==> src/rtl/serv_bus_pkg.sv <==
// Shared definitions for the SERV bus scheduler: FSM states, owner
// encoding, one-hot grant constants and the timeout counter width helper.
package serv_bus_pkg;

    typedef enum logic [1:0] {
        ST_IDLE = 2'd0,
        ST_IBUS = 2'd1,
        ST_DBUS = 2'd2
    } state_t;

    typedef enum logic {
        OWN_IBUS = 1'b0,
        OWN_DBUS = 1'b1
    } owner_t;

    // o_grant is {dbus, ibus}
    localparam logic [1:0] GRANT_NONE = 2'b00;
    localparam logic [1:0] GRANT_IBUS = 2'b01;
    localparam logic [1:0] GRANT_DBUS = 2'b10;

    // Counter width for a timeout of 'timeout' cycles; at least one bit so
    // the disabled (timeout == 0) build still elaborates.
    function automatic int timer_width(input int timeout);
        return (timeout == 0) ? 1 : $clog2(timeout + 1);
    endfunction

endpackage

==> src/rtl/serv_bus_timer.sv <==
// Per-transaction ack timer.
//   clk      in  clock
//   i_rst_n  in  asynchronous active-low reset
//   i_clr    in  synchronous clear (held while no transaction is owned)
//   i_en     in  count this cycle (a transaction is owned)
//   o_expire out high in the owned cycle where the count reaches TIMEOUT-1
// The counter saturates at all-ones rather than wrapping. With TIMEOUT == 0
// the expire output is tied low.
module serv_bus_timer
    import serv_bus_pkg::*;
#(
    parameter int TIMEOUT = 255
) (
    input  logic clk,
    input  logic i_rst_n,
    input  logic i_clr,
    input  logic i_en,
    output logic o_expire
);

    localparam int W      = timer_width(TIMEOUT);
    localparam int LAST_I = (TIMEOUT == 0) ? 0 : TIMEOUT - 1;
    localparam logic [W-1:0] LAST = W'(LAST_I);

    logic [W-1:0] cnt;

    always_ff @(posedge clk or negedge i_rst_n) begin
        if (!i_rst_n) begin
            cnt <= '0;
        end else if (i_clr) begin
            cnt <= '0;
        end else if (i_en && (cnt != '1)) begin
            cnt <= cnt + W'(1);
        end
    end

    generate
        if (TIMEOUT == 0) begin : g_no_timeout
            assign o_expire = 1'b0;
        end else begin : g_timeout
            assign o_expire = i_en && (cnt == LAST);
        end
    endgenerate

endmodule

==> src/rtl/serv_bus_scheduler.sv <==
// Shares one Wishbone memory port between the SERV instruction bus
// (read-only) and data bus.
//   clk, i_rst_n                  clock, asynchronous active-low reset
//   i_ibus_adr/cyc, o_ibus_rdt/ack  instruction fetch master
//   i_dbus_adr/dat/sel/we/cyc, o_dbus_rdt/ack  data master
//   o_mem_adr/dat/sel/we/cyc, i_mem_rdt/ack    shared slave port
//   i_clr_err, o_timeout          sticky timeout flag and its clear
//   o_grant                       {dbus,ibus} one-hot owner, 00 when idle
// Handshake: a master raises cyc and holds it until its one-cycle ack; the
// grant is taken from the registered state, so a request seen in IDLE is
// presented to the slave on the following cycle. Every completion (ack,
// abort or timeout) returns to IDLE for one cycle, which gives SERV time to
// drop cyc before the next grant. Ties in IDLE go to the master that did
// not own the port last.
module serv_bus_scheduler
    import serv_bus_pkg::*;
#(
    parameter int AW = 32,
    parameter int DW = 32,
    parameter int TIMEOUT = 255,
    parameter logic [DW-1:0] ERR_DATA = 32'hDEAD_BEEF
) (
    input  logic            clk,
    input  logic            i_rst_n,
    input  logic [AW-1:0]   i_ibus_adr,
    input  logic            i_ibus_cyc,
    output logic [DW-1:0]   o_ibus_rdt,
    output logic            o_ibus_ack,
    input  logic [AW-1:0]   i_dbus_adr,
    input  logic [DW-1:0]   i_dbus_dat,
    input  logic [DW/8-1:0] i_dbus_sel,
    input  logic            i_dbus_we,
    input  logic            i_dbus_cyc,
    output logic [DW-1:0]   o_dbus_rdt,
    output logic            o_dbus_ack,
    output logic [AW-1:0]   o_mem_adr,
    output logic [DW-1:0]   o_mem_dat,
    output logic [DW/8-1:0] o_mem_sel,
    output logic            o_mem_we,
    output logic            o_mem_cyc,
    input  logic [DW-1:0]   i_mem_rdt,
    input  logic            i_mem_ack,
    input  logic            i_clr_err,
    output logic            o_timeout,
    output logic [1:0]      o_grant
);

    state_t state, state_nxt;
    owner_t last_owner, last_owner_nxt;

    logic owning;
    logic owner_cyc;
    logic timer_expire;
    logic to_fire;
    logic owner_ack;

    assign owning    = (state != ST_IDLE);
    assign owner_cyc = (state == ST_IBUS) ? i_ibus_cyc :
                       (state == ST_DBUS) ? i_dbus_cyc : 1'b0;

    // A slave ack in the expiry cycle wins over the timeout.
    assign to_fire   = owner_cyc && !i_mem_ack && timer_expire;
    assign owner_ack = owner_cyc && (i_mem_ack || to_fire);

    serv_bus_timer #(.TIMEOUT(TIMEOUT)) u_timer (
        .clk      (clk),
        .i_rst_n  (i_rst_n),
        .i_clr    (!owning),
        .i_en     (owning),
        .o_expire (timer_expire)
    );

    always_ff @(posedge clk or negedge i_rst_n) begin
        if (!i_rst_n) begin
            state      <= ST_IDLE;
            last_owner <= OWN_DBUS;
            o_timeout  <= 1'b0;
        end else begin
            state      <= state_nxt;
            last_owner <= last_owner_nxt;
            if (to_fire) begin
                o_timeout <= 1'b1;
            end else if (i_clr_err) begin
                o_timeout <= 1'b0;
            end
        end
    end

    always_comb begin
        state_nxt      = state;
        last_owner_nxt = last_owner;
        o_grant        = GRANT_NONE;
        o_mem_adr      = '0;
        o_mem_dat      = '0;
        o_mem_sel      = '0;
        o_mem_we       = 1'b0;
        o_mem_cyc      = 1'b0;
        o_ibus_ack     = 1'b0;
        o_ibus_rdt     = '0;
        o_dbus_ack     = 1'b0;
        o_dbus_rdt     = '0;

        case (state)
            ST_IDLE: begin
                if (i_ibus_cyc && i_dbus_cyc) begin
                    state_nxt = (last_owner == OWN_DBUS) ? ST_IBUS : ST_DBUS;
                end else if (i_ibus_cyc) begin
                    state_nxt = ST_IBUS;
                end else if (i_dbus_cyc) begin
                    state_nxt = ST_DBUS;
                end
            end
            ST_IBUS: begin
                o_grant    = GRANT_IBUS;
                o_mem_adr  = i_ibus_adr;
                o_mem_sel  = '1;
                o_mem_cyc  = i_ibus_cyc && !to_fire;
                o_ibus_ack = owner_ack;
                o_ibus_rdt = to_fire ? ERR_DATA : i_mem_rdt;
                // Dropping cyc without an ack is an abort.
                if (!i_ibus_cyc || owner_ack) begin
                    state_nxt      = ST_IDLE;
                    last_owner_nxt = OWN_IBUS;
                end
            end
            ST_DBUS: begin
                o_grant    = GRANT_DBUS;
                o_mem_adr  = i_dbus_adr;
                o_mem_dat  = i_dbus_dat;
                o_mem_sel  = i_dbus_sel;
                o_mem_we   = i_dbus_we;
                o_mem_cyc  = i_dbus_cyc && !to_fire;
                o_dbus_ack = owner_ack;
                o_dbus_rdt = to_fire ? ERR_DATA : i_mem_rdt;
                if (!i_dbus_cyc || owner_ack) begin
                    state_nxt      = ST_IDLE;
                    last_owner_nxt = OWN_DBUS;
                end
            end
            default: begin
                state_nxt = ST_IDLE;
            end
        endcase
    end

endmodule

==> config.mk <==
export PLATFORM = sky130hd
export DESIGN_NAME = serv_bus_scheduler
export DESIGN_NICKNAME = d
export VERILOG_FILES = /design/src/rtl/serv_bus_pkg.sv /design/src/rtl/serv_bus_timer.sv /design/src/rtl/serv_bus_scheduler.sv
export SDC_FILE = /design/constraint.sdc
export NUM_CORES = 1
export LEC_CHECK = 0
export ABC_CLOCK_PERIOD_IN_PS = 3500
export BUFFER_PORTS_ARGS = -buffer_cell sky130_fd_sc_hd__buf_2
export CORE_AREA = 2 2 108 110
export CTS_BUF_LIST = sky130_fd_sc_hd__clkbuf_8
export CTS_CLUSTER_DIAMETER = 100
export DETAILED_ROUTE_END_ITERATION = 8
export DIE_AREA = 0 0 110 112
export PLACE_DENSITY_LB_ADDON = 0.15
export SLEW_MARGIN = 20
export SYNTH_ARGS = -nofsm -noshare
export SYNTH_HDL_FRONTEND = slang
export SYNTH_SLANG_ARGS = --single-unit
==> constraint.sdc <==
create_clock -name clk -period 3.5 [get_ports clk]
set_input_delay 0 -clock clk [delete_from_list [all_inputs] [get_ports clk]]
set_output_delay 0 -clock clk [all_outputs]
set_load 0.005 [all_outputs]
* Yosys cells after proc, flatten, opt, wreduce, memory -nomap -nowiden *
Index checks and enable logic that the tools add are counted.

word-level totals
  flip-flop bits (word level) = 12
  word-level logic and storage cells = 61
  bits of input ports = 139

cells by class
  reduce and logical (&&, ||, !) cells = 21
  multiplexer cells = 27
  equality and inequality tests = 8
  $add $sub $neg = 1

operator list
  cell                                                  count
  2-to-1 mux 32 bit                                     4
  case mux 32 bit (2 select lines)                      1
  2-to-1 mux 8 bit                                      2
  2-to-1 mux 2 bit                                      6
  2-to-1 mux 1 bit                                      9
  adder 8 x 1 -> 8 bit (second input constant)          1
  equality test 8 bit (second input constant)           1
  logical AND 1 bit                                     8
  != test 8 bit (second input constant)                 1
  case mux 4 bit (2 select lines)                       1
  case mux 2 bit (3 select lines)                       1
  AND reduction 3 bit                                   2
  nonzero test 2 bit                                    3
  zero test 1 bit                                       4
  != test 2 x 1 -> 1 bit (second input constant)        2
  != test 4 bit (second input constant)                 1
  case mux 1 bit (2 select lines)                       2
  case mux 2 bit (2 select lines)                       1
  logical OR 1 bit                                      3
  equality test 2 x 1 -> 1 bit (second input constant)  1
  equality test 2 bit (second input constant)           1
  zero test 2 bit                                       1
  != test 2 bit (second input constant)                 1

* Depth between registers and ports, before layout *
  word-level depth = 10
  depth in mapped cells = 8
  depth with buffers taken out = 6

* Hierarchy *
From an unflattened synthesis, not the netlist that was laid out.

second synthesis, totals
  cells, all modules = 286
  area, all modules = 2,154.6 µm²

by module, submodules not included
  module              sequential area each (µm²)  instances  cells an instance  area each (µm²)
  serv_bus_scheduler  101.3                       1          236                1,675.4
  serv_bus_timer      200.2                       1          50                 479.2

* Least setup slack after synthesis *
Ideal clock, no wire load.

  path kind = register to output
  start point = register state[0]
  end point = output port o_dbus_rdt[19]
  required time = 3,500 ps
  stages on the path, launching flop included = 9
  slack = 1,592 ps
  arrival = 1,908 ps
  path buffers = 2
  cells stage by stage = dfrtp_1 > inv_1 > ha_1 > buf_2 > nand3b_1 > a2111oi_4 > buf_2 > nor2_1 > nor2_1

between the ends
  longest elaborated chain between the ends = 7

ends and longest elaborated chain
  item                             RTL line                                             source
  from (decl)                      serv_bus_scheduler.sv:48                             state_t state, state_nxt;
  from (signal assigned)           serv_bus_scheduler.sv:79                             state <= state_nxt;
  equality test 2 bit              serv_bus_scheduler.sv:59, serv_bus_scheduler.sv:103
  2-to-1 mux 1 bit                 serv_bus_scheduler.sv:59                             (state == ST_DBUS) ? i_dbus_cyc : 1'b0;
  2-to-1 mux 1 bit                 serv_bus_scheduler.sv:58                             assign owner_cyc = (state == ST_IBUS) ? i_ibus_cyc :
  logical AND 1 bit (2 in series)  serv_bus_scheduler.sv:62                             assign to_fire = owner_cyc && !i_mem_ack && timer_expire;
  2-to-1 mux 32 bit                serv_bus_scheduler.sv:134                            o_dbus_rdt = to_fire ? ERR_DATA : i_mem_rdt;
  2-to-1 mux 32 bit *              serv_bus_scheduler.sv:103                            case (state)
  to (decl)                        serv_bus_scheduler.sv:34                             output logic [DW-1:0] o_dbus_rdt,

Mark *: on every way between the ends. The rest lies on a longest branch, timed or not.

* Worst setup path after layout *
  start point = register state[0]
  end point = output port o_dbus_rdt[14]

Same word-level chain as after synthesis.

==> flow_summary.yaml <==
run_status:
  status: "complete, no violations"
power:
  finalPower_mw: 2.00
  p_leak_nw: 2.05
  switchingPower_mw: 0.979
  power_density_nw_per_um2: 573
  combPwrFrac_pct: 83.5
  power_frac_seq_pct: 10.0
  power_switching_share_pct: 48.9
  clkPwrFrac_pct: 6.5
  irDropWorstVdd_v: 0.000335
  intPower_mw: 1.02
route:
  finalWirelength_microns: 9970
  drc_errors: 0
  vias: 3073
  via_per_inst: 4.36
  ant_nets: 0
  wl_per_cell_microns: 14.1
  drtIter0Drc: 242
  firstDrtPassIters: 4
yosys:
  syn-cell-area_sq_um: 1920
  synth_seq_cells: 12
  ys_types: 36
  synth-edff-count: 0
  syn_nets: 443
  synthCells: 298
  synthFlopType: "dfrtp_1"
  ys_top_cells_by_count: "82 x nor2_1, 49 x and2_1, 37 x nor2b_1"
  ys_seq_area_share_pct: 15.7
  yosysTopAreaCell: "nor2_1"
  netlist_top_cells_area: "nor2_1 16%, and2_1 16%, dfrtp_1 14%"
  avgSynthCellArea_sq_um: 6.45
  async_reset_ff_share_pct: 100
  yosys.area.top_type_share_pct: 16.0
  synth_warnings: 0
  synth_most_common_cell: "nor2_1"
timing:
  min_period_over_period_pct: 73.0
  rsz0062_at_grt: "no"
  finalHoldViolations: 0
  final-setup-viol-count: 0
  tightest_slew_ns: 0.616
  worst_hold_slack_ns: 0.0405
  fin_tns_setup_ns: 0
  worst_slack_ns: 0.943
  maxSlewHeadroom_pct: 58.9
  fin_skew_ns: 0.00535
  slew_viol_final: 0
  fmax_mhz: 391
  finalCriticalPeriod_ns: 2.56
finish:
  syn_to_final_growth_pct: 81.9
  drive_gt1_share_pct: 51.6
  final_area_sq_um: 3500
  fillers: 1268
  fin_util_pct: 31.3
  diodes: 0
  finalNonFillerCells: 705
  layout.nets: 708
place:
  dpl_cell_area_sq_um: 3440
  gp_congestion: 0.789
  numPortBuffers: 277
  post-place-ws_ns: 1.18
  placed_cells: 700
  dp_hpwl_microns: 8200
clock_tree:
  cts_max_level: 1
  cts_hold_buf: 1
  postCtsSetupRepairBufs: 0
  cts.sinks: 12
  root_buffer: "clkbuf_8"
  clk_path_buf_depth: 2
  insertion_delay_ns: 0.24
  cts-buffers-inserted: 3
  path_clk_slew_ns: 0.05
  cts-resized-gates: 0
  tritoncts: "built"
die:
  die_h_microns: 112
  initial_core_util_pct: 17.2
  num_io_pins: 278
  die_x_microns: 110
  row_count: 39
  coreArea_sq_um: 11200
  fp.dieArea_sq_um: 12300
global_routing:
  grt-busiest-layer: "met2"
  gr-total-overflow: 0
  grt.total_usage_pct: 14.5
  antenna_found_initial: 0
  grt_use_met3_pct: 1.76
  grt_util_met2_pct: 28.9
  grtUsageMet1_pct: 16.3
  grt_pass1_wl_microns: 14400
  grt_start_max_net_pins: 72
  first_global_vias: 2823
hold_path:
  min_from: "i_clr_err"
  hold_path.class: "input pin to register"
flow_run:
  drv_cap: 0
setup_path:
  critPathLaunchType: "register"
  cp-end-kind: "output port"
  worstPathMaxFanout: 28
  r2r-start: "state[0]"
  timing.setup.critical_path_class: "register to output port"
  cp.required_ns: 3.50
  crit_start: "state[0]"
  crit_arrival_ns: 2.56
## per-layer routing
| layer | vias up | part of all wire [%] |
|---|---|---|
| li1 | 1526 | - |
| met1 | 1435 | 38 |
| met4 | 0 | 0.70 |
| met3 | 6 | 7.2 |
| met5 | - | 0 |
| met2 | 106 | 54 |
## cell type report
cell class | count | area [sq um] | area share (%)
clock inverters | 1 | 3.75 | 0.107
multi-input cells | 253 | 1500 | 42.8
repair buffers | 284 | 1440 | 41.2
inverters | 9 | 33.8 | 0.966
well taps | 143 | 179 | 5.12
flip-flops and latches | 12 | 302 | 8.63
clock buffers | 3 | 41.3 | 1.18
## worst max-delay path, stage by stage (launching register included)
cell and delay (ns):
dfrtp_1 0.37, inv_1 0.10, ha_1 0.35, nand4b_1 0.35, a2111oi_4 0.31, buf_4 0.34
nor2_1 0.17, and2_1 0.19, buf_2 0.12
## power groups by stage
stage | combinational (mW) | sequential [mW] | clock [mW]
6_report | 1.67 | 0.201 | 0.130
5_1_grt | 1.86 | 0.205 | 0.141
3_3_place_gp | 1.69 | 0.201 | 0
4_1_cts | 1.71 | 0.201 | 0.136
2_1_floorplan | 0.957 | 0.196 | 0
3_5_place_dp | 1.70 | 0.203 | 0
## logic make-up after synthesis
| family | synth area share (%) |
|---|---|
| flops | 15.7 |
| simple gates | 49.7 |
| xor+xnor | 1.37 |
| buf+inv | 6.64 |
| compound gates | 22.7 |
| fa+ha+maj | 3.91 |
## state kept, by name (all words and copies together) (netlist names)
register and count:
last_owner 1, o_timeout 1, state 2, u_timer.cnt 8
## final timing paths
check / endpoint / slack, ns / cells past startpoint
worst max-delay path: o_dbus_rdt[14] / 0.94 / 8
worst min-delay path: o_timeout / 0.04 / 3
worst max register to register: state[0] / 1.32 / 6
worst min register to register: o_timeout / 0.48 / 1
max in group asynchronous: last_owner / 3.05 / 2
min in group asynchronous: u_timer.cnt[7] / 0.16 / 2
## cells in the final DEF (no fill, tap or decap), drive strengths merged, types with 3 or more instances in the layout
cell type,instances
a211oi,4
buf,283
a21oi,5
ha,6
clkbuf,3
inv,8
nor2,82
nand2,4
a22oi,32
dfrtp,11
xnor2,3
nor3,4
a31oi,3
nor2b,37
and2,49
(Power assumes the default switching activity.)
